--- config.mk ---
export PLATFORM = sky130hd
export DESIGN_NAME = data_mem_responder_flat
export DESIGN_NICKNAME = d
export VERILOG_FILES = /design/src/rtl/data_mem_responder_if.sv /design/src/rtl/data_mem_responder.sv /design/src/flat_wrapper.sv
export SDC_FILE = /design/constraint.sdc
export NUM_CORES = 2
export LEC_CHECK = 0
export CAP_MARGIN = 20
export CORE_MARGIN = 2
export CORE_UTILIZATION = 40
export CTS_CLUSTER_DIAMETER = 120
export CTS_CLUSTER_SIZE = 40
export DETAILED_ROUTE_END_ITERATION = 16
export PLACE_DENSITY = 0.6
export SLEW_MARGIN = 10
export SYNTH_ARGS = -nofsm -noshare
export SYNTH_HDL_FRONTEND = slang
export SYNTH_SLANG_ARGS = --single-unit
--- constraint.sdc ---
create_clock -name clock_i -period 8.05 [get_ports clock_i]
set_clock_uncertainty 0.05 [all_clocks]
set_input_delay 1.61 -clock clock_i [delete_from_list [all_inputs] [get_ports clock_i]]
set_output_delay 1.61 -clock clock_i [all_outputs]
set_load 0.05 [all_outputs]
--- src/rtl/data_mem_responder_if.sv ---
// Initiator <-> data memory responder bus: level request in, one-cycle ready strobe out.
interface data_mem_responder_if;
  logic        req;
  logic        we;
  logic [31:0] addr;
  logic [31:0] wdata;
  logic [31:0] rdata;
  logic        ready;
  logic        busy;
  logic        err;

  modport master (
    output req, we, addr, wdata,
    input  rdata, ready, busy, err
  );

  modport slave (
    input  req, we, addr, wdata,
    output rdata, ready, busy, err
  );
endinterface

--- src/rtl/data_mem_responder.sv ---
// Word-addressed data memory with a fixed number of wait states per access,
// alignment/range error reporting and a one-cycle response strobe.
module data_mem_responder #(
  parameter int ADDR_W = 6,
  parameter int WAIT   = 2
) (
  input  logic                 clock_i,
  input  logic                 resetn_i,
  data_mem_responder_if.slave  bus
);

  localparam int DEPTH = 1 << ADDR_W;
  localparam logic [3:0] WAIT_LOAD = 4'((WAIT > 0) ? WAIT - 1 : 0);

  typedef enum logic [1:0] {ST_IDLE, ST_WAIT, ST_RESP} state_e;

  state_e      state_q, state_d;
  logic [3:0]  cnt_q, cnt_d;
  logic [31:0] addr_q, addr_d;
  logic [31:0] wdata_q, wdata_d;
  logic        we_q, we_d;
  logic        ready_q, ready_d;
  logic        err_q, err_d;
  logic        rd_en_q, rd_en_d;
  logic        enter_resp;

  logic [31:0] mem [DEPTH];
  logic [31:0] mem_rd_q;

  // With WAIT=0 the response is built on the accepting edge, before addr_q
  // holds the request, so the access address bypasses the latch in IDLE.
  logic [31:0]       acc_addr;
  logic              acc_we;
  logic              acc_valid;
  logic [ADDR_W-1:0] acc_idx;
  logic              mem_we;

  assign acc_addr  = (state_q == ST_IDLE) ? bus.addr : addr_q;
  assign acc_we    = (state_q == ST_IDLE) ? bus.we   : we_q;
  assign acc_valid = (acc_addr[1:0] == 2'b00) && (acc_addr[31:ADDR_W+2] == '0);
  assign acc_idx   = acc_addr[ADDR_W+1:2];
  assign mem_we    = (state_q == ST_RESP) && we_q && !err_q;

  always_comb begin
    state_d    = state_q;
    cnt_d      = cnt_q;
    addr_d     = addr_q;
    we_d       = we_q;
    wdata_d    = wdata_q;
    ready_d    = 1'b0;
    err_d      = 1'b0;
    rd_en_d    = 1'b0;
    enter_resp = 1'b0;

    case (state_q)
      ST_IDLE: begin
        if (bus.req) begin
          addr_d  = bus.addr;
          we_d    = bus.we;
          wdata_d = bus.wdata;
          if (WAIT > 0) begin
            state_d = ST_WAIT;
            cnt_d   = WAIT_LOAD;
          end else begin
            state_d    = ST_RESP;
            enter_resp = 1'b1;
          end
        end
      end
      ST_WAIT: begin
        if (cnt_q == 4'd0) begin
          state_d    = ST_RESP;
          enter_resp = 1'b1;
        end else begin
          cnt_d = cnt_q - 4'd1;
        end
      end
      ST_RESP: state_d = ST_IDLE;
      default: state_d = ST_IDLE;
    endcase

    if (enter_resp) begin
      ready_d = 1'b1;
      err_d   = !acc_valid;
      rd_en_d = acc_valid && !acc_we;
    end
  end

  always_ff @(posedge clock_i or negedge resetn_i) begin
    if (!resetn_i) begin
      state_q <= ST_IDLE;
      cnt_q   <= 4'd0;
      addr_q  <= '0;
      we_q    <= 1'b0;
      wdata_q <= '0;
      ready_q <= 1'b0;
      err_q   <= 1'b0;
      rd_en_q <= 1'b0;
    end else begin
      state_q <= state_d;
      cnt_q   <= cnt_d;
      addr_q  <= addr_d;
      we_q    <= we_d;
      wdata_q <= wdata_d;
      ready_q <= ready_d;
      err_q   <= err_d;
      rd_en_q <= rd_en_d;
    end
  end

  // Memory is deliberately outside the reset domain; an aborted store never
  // reaches RESP, so it never writes.
  always_ff @(posedge clock_i) begin
    if (mem_we) begin
      mem[addr_q[ADDR_W+1:2]] <= wdata_q;
    end
    mem_rd_q <= mem[acc_idx];
  end

  assign bus.rdata = rd_en_q ? mem_rd_q : 32'h0;
  assign bus.ready = ready_q;
  assign bus.err   = err_q;
  assign bus.busy  = (state_q != ST_IDLE);

endmodule
--- src/flat_wrapper.sv ---
// flat-port wrapper written by rule: the top's interface ports become plain ports
module data_mem_responder_flat 
#(
  parameter int ADDR_W = 6,
  parameter int WAIT   = 2
)
  (clock_i, resetn_i, bus_req, bus_we, bus_addr, bus_wdata, bus_rdata, bus_ready, bus_busy, bus_err);
  data_mem_responder_if bus_i ();
  input  logic clock_i;
  input  logic resetn_i;
  input wire logic [$bits(bus_i.req)-1:0] bus_req;
  input wire logic [$bits(bus_i.we)-1:0] bus_we;
  input wire logic [$bits(bus_i.addr)-1:0] bus_addr;
  input wire logic [$bits(bus_i.wdata)-1:0] bus_wdata;
  output wire logic [$bits(bus_i.rdata)-1:0] bus_rdata;
  output wire logic [$bits(bus_i.ready)-1:0] bus_ready;
  output wire logic [$bits(bus_i.busy)-1:0] bus_busy;
  output wire logic [$bits(bus_i.err)-1:0] bus_err;
  assign bus_i.req = bus_req;
  assign bus_i.we = bus_we;
  assign bus_i.addr = bus_addr;
  assign bus_i.wdata = bus_wdata;
  assign bus_rdata = bus_i.rdata;
  assign bus_ready = bus_i.ready;
  assign bus_busy = bus_i.busy;
  assign bus_err = bus_i.err;
  data_mem_responder #(.ADDR_W(ADDR_W), .WAIT(WAIT)) u_core (.clock_i(clock_i), .resetn_i(resetn_i), .bus(bus_i));
endmodule
Yosys cells after proc, flatten, opt, wreduce, memory -nomap -nowiden
Memories as Yosys holds them, arrays and structs flattened. A register that Yosys moved wholly into a read port is not among the register bits. Cells that the tools add are included.

Register bits: 74. Latch bits: 0. RAM bits: 2048. Bits in read-only memories: 0. Bits of input ports: 68. Output and inout port bits: 35. Logic and storage cells: 47. Memories: 1.

Add/subtract/negate cells: 1. $mul: 0. Divide/modulo/power cells: 0. Order comparisons: 0. Equal/unequal tests: 5. Shifts and indexed selects: 0. Muxes and demuxes: 16. Bitwise logic cells: 0. Reduce and logical (&&, ||, !) cells: 16.

Memories: u_core.mem (depth 64, bits a word 32, rd ports 1, clocked after Yosys merged registers in 1, wr ports 1, RTL line data_mem_responder.sv:27) `logic [31:0] mem [DEPTH];`.

Operators by type and width (count): 32-bit two-way mux (2); 24-bit logical NOT (1); 1-bit two-way mux (8); 4-bit two-way mux (2); 4-bit case mux with 2 select lines (1); 1-bit logical AND (4); 2-bit logical NOT (2); 4-bit logical NOT (1); 2-bit two-way mux (2); 2-bit inequality test (second input constant) (2); 2-bit case mux with 2 select lines (1); 2-bit AND reduction (2); 2-bit nonzero test (2); 4-bit by 1-bit subtractor with 4-bit output (second input constant) (1); 1-bit logical NOT (3); 3-bit AND reduction (1); 2-bit by 1-bit equality test with 1-bit output (second input constant) (1); 2-bit equality test (second input constant) (1); 2-bit by 1-bit inequality test with 1-bit output (second input constant) (1).

Depth between registers and ports, before layout
Depth in word-level cells: 6. Depth in mapped cells: 13. Gate-level depth less buffers: 7.

Least setup slack after synthesis
No wires, ideal clock.

Kind: reg2reg. From: register u_core.addr_q[2]. To: memory u_core.mem[63][0], enable pin. Setup time: 421 ps. Arrival: 3509 ps. Data required time: 7579 ps. Setup slack: 4069 ps. Stages on the path, launching flop included: 8. Path buffers: 4. Clock period less this slack: 3981 ps. Path through: dfrtp_1 -> buf_2 -> buf_2 -> buf_2 -> buf_2 -> nor4b_1 -> nand3_1 -> nor2_1.

RTL lines: start, declared (RTL line data_mem_responder.sv:19) `logic [31:0] addr_q, addr_d;`; start signal, assigned (RTL line data_mem_responder.sv:102) `addr_q <= addr_d;`; end, declared (RTL line data_mem_responder.sv:27).

No word-level cell before the write port.

Final worst setup path
From: register u_core.state_q[0]. To: output port bus_busy.

Longest elaborated chain between the ends: 1.

Ends and longest elaborated chain: start, declared (RTL line data_mem_responder.sv:17) `state_e state_q, state_d;`; start signal, assigned (RTL line data_mem_responder.sv:100) `state_q <= state_d;`; 2-bit nonzero test (RTL line data_mem_responder.sv:123) `assign bus.busy = (state_q != ST_IDLE);`; end, declared (RTL line flat_wrapper.sv:17) `output wire logic [$bits(bus_i.busy)-1:0] bus_busy;`.

No other way between the ends.

==> results.py <==
metrics = {
    "cts": {
        "cts_tree": "done",
        "cts_setup_buffers": 0,
        "cts_root_buf": "clkbuf_16",
        "cts_made_buffers": 60,
        "clk_latency_ps": 800,
        "cts_max_level": 2,
        "hold_buffers": 0,
        "cts_buffer_depth": 3,
        "clock_sinks": 2154,
        "cts_resized": 0,
        "clk_pin_slew_ps": 150,
    },
    "power_and_ir_drop": {
        "power.density_nw_per_um2": 337,
        "internal_power_mw": 19.8,
        "power.switching_mw": 11.4,
        "p_comb_frac": 0.363,
        "seqPwrFrac": 0.486,
        "switching_share": 0.367,
        "pwr-share-clk": 0.151,
        "p_leak_nw": 29.1,
        "ir_drop_v": 0.000476,
    },
    "sta": {
        "fin_crit_sh": 0.641,
        "hold_viol_final": 0,
        "tightest_slew_ps": 1210,
        "rsz0062_at_grt": "no",
        "final_max_slew_viol_count": 0,
        "hold_ws_ps": 462,
        "setup-tns-final_ps": 0,
        "fmax_mhz": 194,
        "min_period_ps": 5160,
        "slew_headroom": 0.189,
        "setup_viol": 0,
    },
    "logic_synthesis": {
        "synth_cell_types": 58,
        "syn_avg_cell_area_sq_um": 17.8,
        "synth_nets": 4862,
        "yosys_warnings": 0,
        "syn_area_sq_um": 85400,
        "synth_ff_type": "edfxtp_1",
        "syn_inst": 4792,
        "ys_ff_latch": 2154,
        "synth-edff-count": 2048,
        "async_flop_share": 0.0344,
        "seq_area_frac_synth": 0.749,
    },
    "routing": {
        "via_count": 46234,
        "drt_wl_total_um": 242000,
        "post-route-drc-count": 0,
        "first_pass_iters": 6,
        "vias_per_cell": 6.03,
        "wl_per_cell_um": 31.5,
        "dr.first_iter.drc_count": 5540,
        "drtAntennaViolNets": 0,
    },
    "critical_path": {
        "path_class": "register to primary output",
        "required_ps": 6390,
        "start_kind": "register",
        "rrSetupSlack_ps": 3400,
        "cp_max_fo": 37,
        "worst_setup_path_end_kind": "primary output",
        "arrival_ps": 3500,
    },
    "place": {
        "gp_congestion": 0.812,
        "hpwl_um": 129000,
        "place.port_buffers": 102,
    },
    "floorplan": {
        "start_util": 0.403,
        "ios": 103,
        "dieWidth_um": 466,
        "dieHeight_um": 466,
        "die-area_sq_um": 217000,
        "core_area_sq_um": 212000,
        "num_rows": 169,
    },
    "global_route": {
        "grtUsageTotal": 0.218,
        "grt_pass1_wl_um": 341000,
        "antenna_found_initial": 15,
        "grt_max_degree": 112,
        "grt_busiest_layer": "met2",
        "use_met2": 0.358,
        "grt_pass1_vias": 44993,
        "grt.overflow.total": 0,
        "grt_use_met1": 0.300,
        "grtUsageMet3": 0.0275,
    },
    "cells_and_area": {
        "register_area_sq_um": 64000,
        "multiInputGateArea_sq_um": 20700,
        "fin_util": 0.437,
        "nets": 4856,
        "drive_above_1_share": 0.145,
        "area_growth_syn_to_layout_pct": 8.56,
        "fill_cells": 18178,
    },
    "hold_path": {
        "hold_class": "register to register",
    },
    "run_status": {
        "status": "completed",
    },
    "run": {
        "maxCapViolCount": 0,
    },
}
[worst max-delay path, cell delays in order, from the launching register on]
cell	delay (ps)
dfrtp_1	360
buf_4	310
nor2_4	80
inv_4	550
buf_4	470
clkdlybuf4s50_1	900
[layout by cell type (no fill, tap or decap), drive strengths merged, types with 61 or more instances in the layout]
| master | netlist | final |
|---|---|---|
| edfxtp | 2048 | 2048 |
| mux2i | 426 | 426 |
| nand2 | 276 | 276 |
| mux4 | 256 | 256 |
| nor2 | 220 | 220 |
| buf | 147 | 158 |
| a22oi | 111 | 111 |
| clkbuf | 179 | 109 |
| clkdlybuf4s50 | 0 | 100 |
| a31oi | 99 | 99 |
| and3 | 94 | 94 |
| a211oi | 94 | 94 |
| mux2 | 82 | 82 |
| o211ai | 82 | 82 |
| nand3 | 78 | 78 |
| dfrtp | 74 | 74 |
| o32ai | 64 | 64 |
| nor4 | 61 | 61 |
[worst paths after layout]
path                                    from                  end  cells past startpoint
hold reg to reg                  u_core.we_q       u_core.rd_en_q                      1
setup reg to reg           u_core.state_q[0]  u_core.mem_rd_q[25]                      9
min in group asynchronous           resetn_i    u_core.addr_q[28]                      1
setup / recovery           u_core.state_q[0]             bus_busy                      5
max in group asynchronous           resetn_i   u_core.wdata_q[28]                      2
hold / removal                   u_core.we_q       u_core.rd_en_q                      1
[cell families (layout without fill, tap and decap cells)]
family          Yosys count  after routing  share of synthesized area
mux                     764            764                      0.128
xor+xnor                  2              2                   0.000205
simple gates            879            879                     0.0496
other cells               0              9                          0
fa+ha+maj                 2              2                   0.000293
flops                  2154           2154                      0.749
buf+inv                 332            378                     0.0163
compound gates          659            659                     0.0561
[registers in the layout, indices dropped and copies added (netlist names)]
signal / count
u_core.we_q: 1
u_core.rd_en_q: 1
u_core.wdata_q: 32
u_core.bus.err: 1
u_core.bus.ready: 1
u_core.addr_q: 32
u_core.mem_rd_q: 32
u_core.mem: 2048
u_core.state_q: 2
u_core.cnt_q: 4
[Yosys cell counts, drive strengths merged, types with 2 or more instances]
cell type	n	area share
a211oi	94	0.0083
a21o	2	0.00018
a21oi	43	0.0025
a222oi	10	0.0012
a22o	17	0.0017
a22oi	111	0.0098
a31o	17	0.0017
a31oi	99	0.0073
a32oi	37	0.0038
and2	33	0.0024
and3	94	0.0069
and4	15	0.0015
buf	147	0.0082
clkbuf	179	0.0079
dfrtp	74	0.022
dfxtp	32	0.0075
edfxtp	2048	0.72
ha	2	0.00029
inv	6	0.00026
mux2	82	0.011
mux2i	426	0.050
mux4	256	0.068
nand2	276	0.012
nand2b	39	0.0029
nand3	78	0.0046
nor2	220	0.0098
nor2b	5	0.00037
nor3	25	0.0015
nor3b	3	0.00040
nor4	61	0.0045
nor4b	6	0.00062
o2111ai	17	0.0017
o211ai	82	0.0072
o21a	2	0.00018
o21ai	59	0.0035
o32ai	64	0.0066
or4	18	0.0016
xor2	2	0.00021
[final cells by class]
class / instances / share of cell area
sequential: 2154 / 0.691
multi-input combinational: 2306 / 0.223
tap: 2821 / 0.0381
timing repair buffer: 258 / 0.0282
clock buffer: 109 / 0.0184
clock inverter: 5 / 0.000958
inverter: 6 / 0.000270
antenna: 9 / 0.000243
[power by group through the flow]
stage / logic (mW) / clock network [mW] / registers (mW)
floorplan: 6.83 / 0 / 15.3
global placement: 10.5 / 0 / 15.8
detailed placement: 10.8 / 0 / 15.8
CTS: 10.8 / 4.77 / 15.5
global route: 12.0 / 5.08 / 15.2
finish: 11.3 / 4.71 / 15.2
[through the flow]
step                power [mW]  instance area, sq um  instances  setup WS (ps)
floorplan                 22.2                 85400       4792           4070
global placement          26.4                 90500       7528           2450
detailed placement        26.6                 90600       7532           2470
CTS                       31.1                 92400       7646           2850
global route              32.3                 92700       7661           2810
finish                    31.2                 92700       7668           2890
[metal layers]
| layer | vias up | routed length, um |
|---|---|---|
| met3 | 336 | 16300 |
| met2 | 1840 | 116000 |
| met4 | 6 | 9650 |
| met5 | - | 35 |
| li1 | 19274 | - |
| met1 | 24778 | 99200 |
Power figures use the tool's default switching activity.
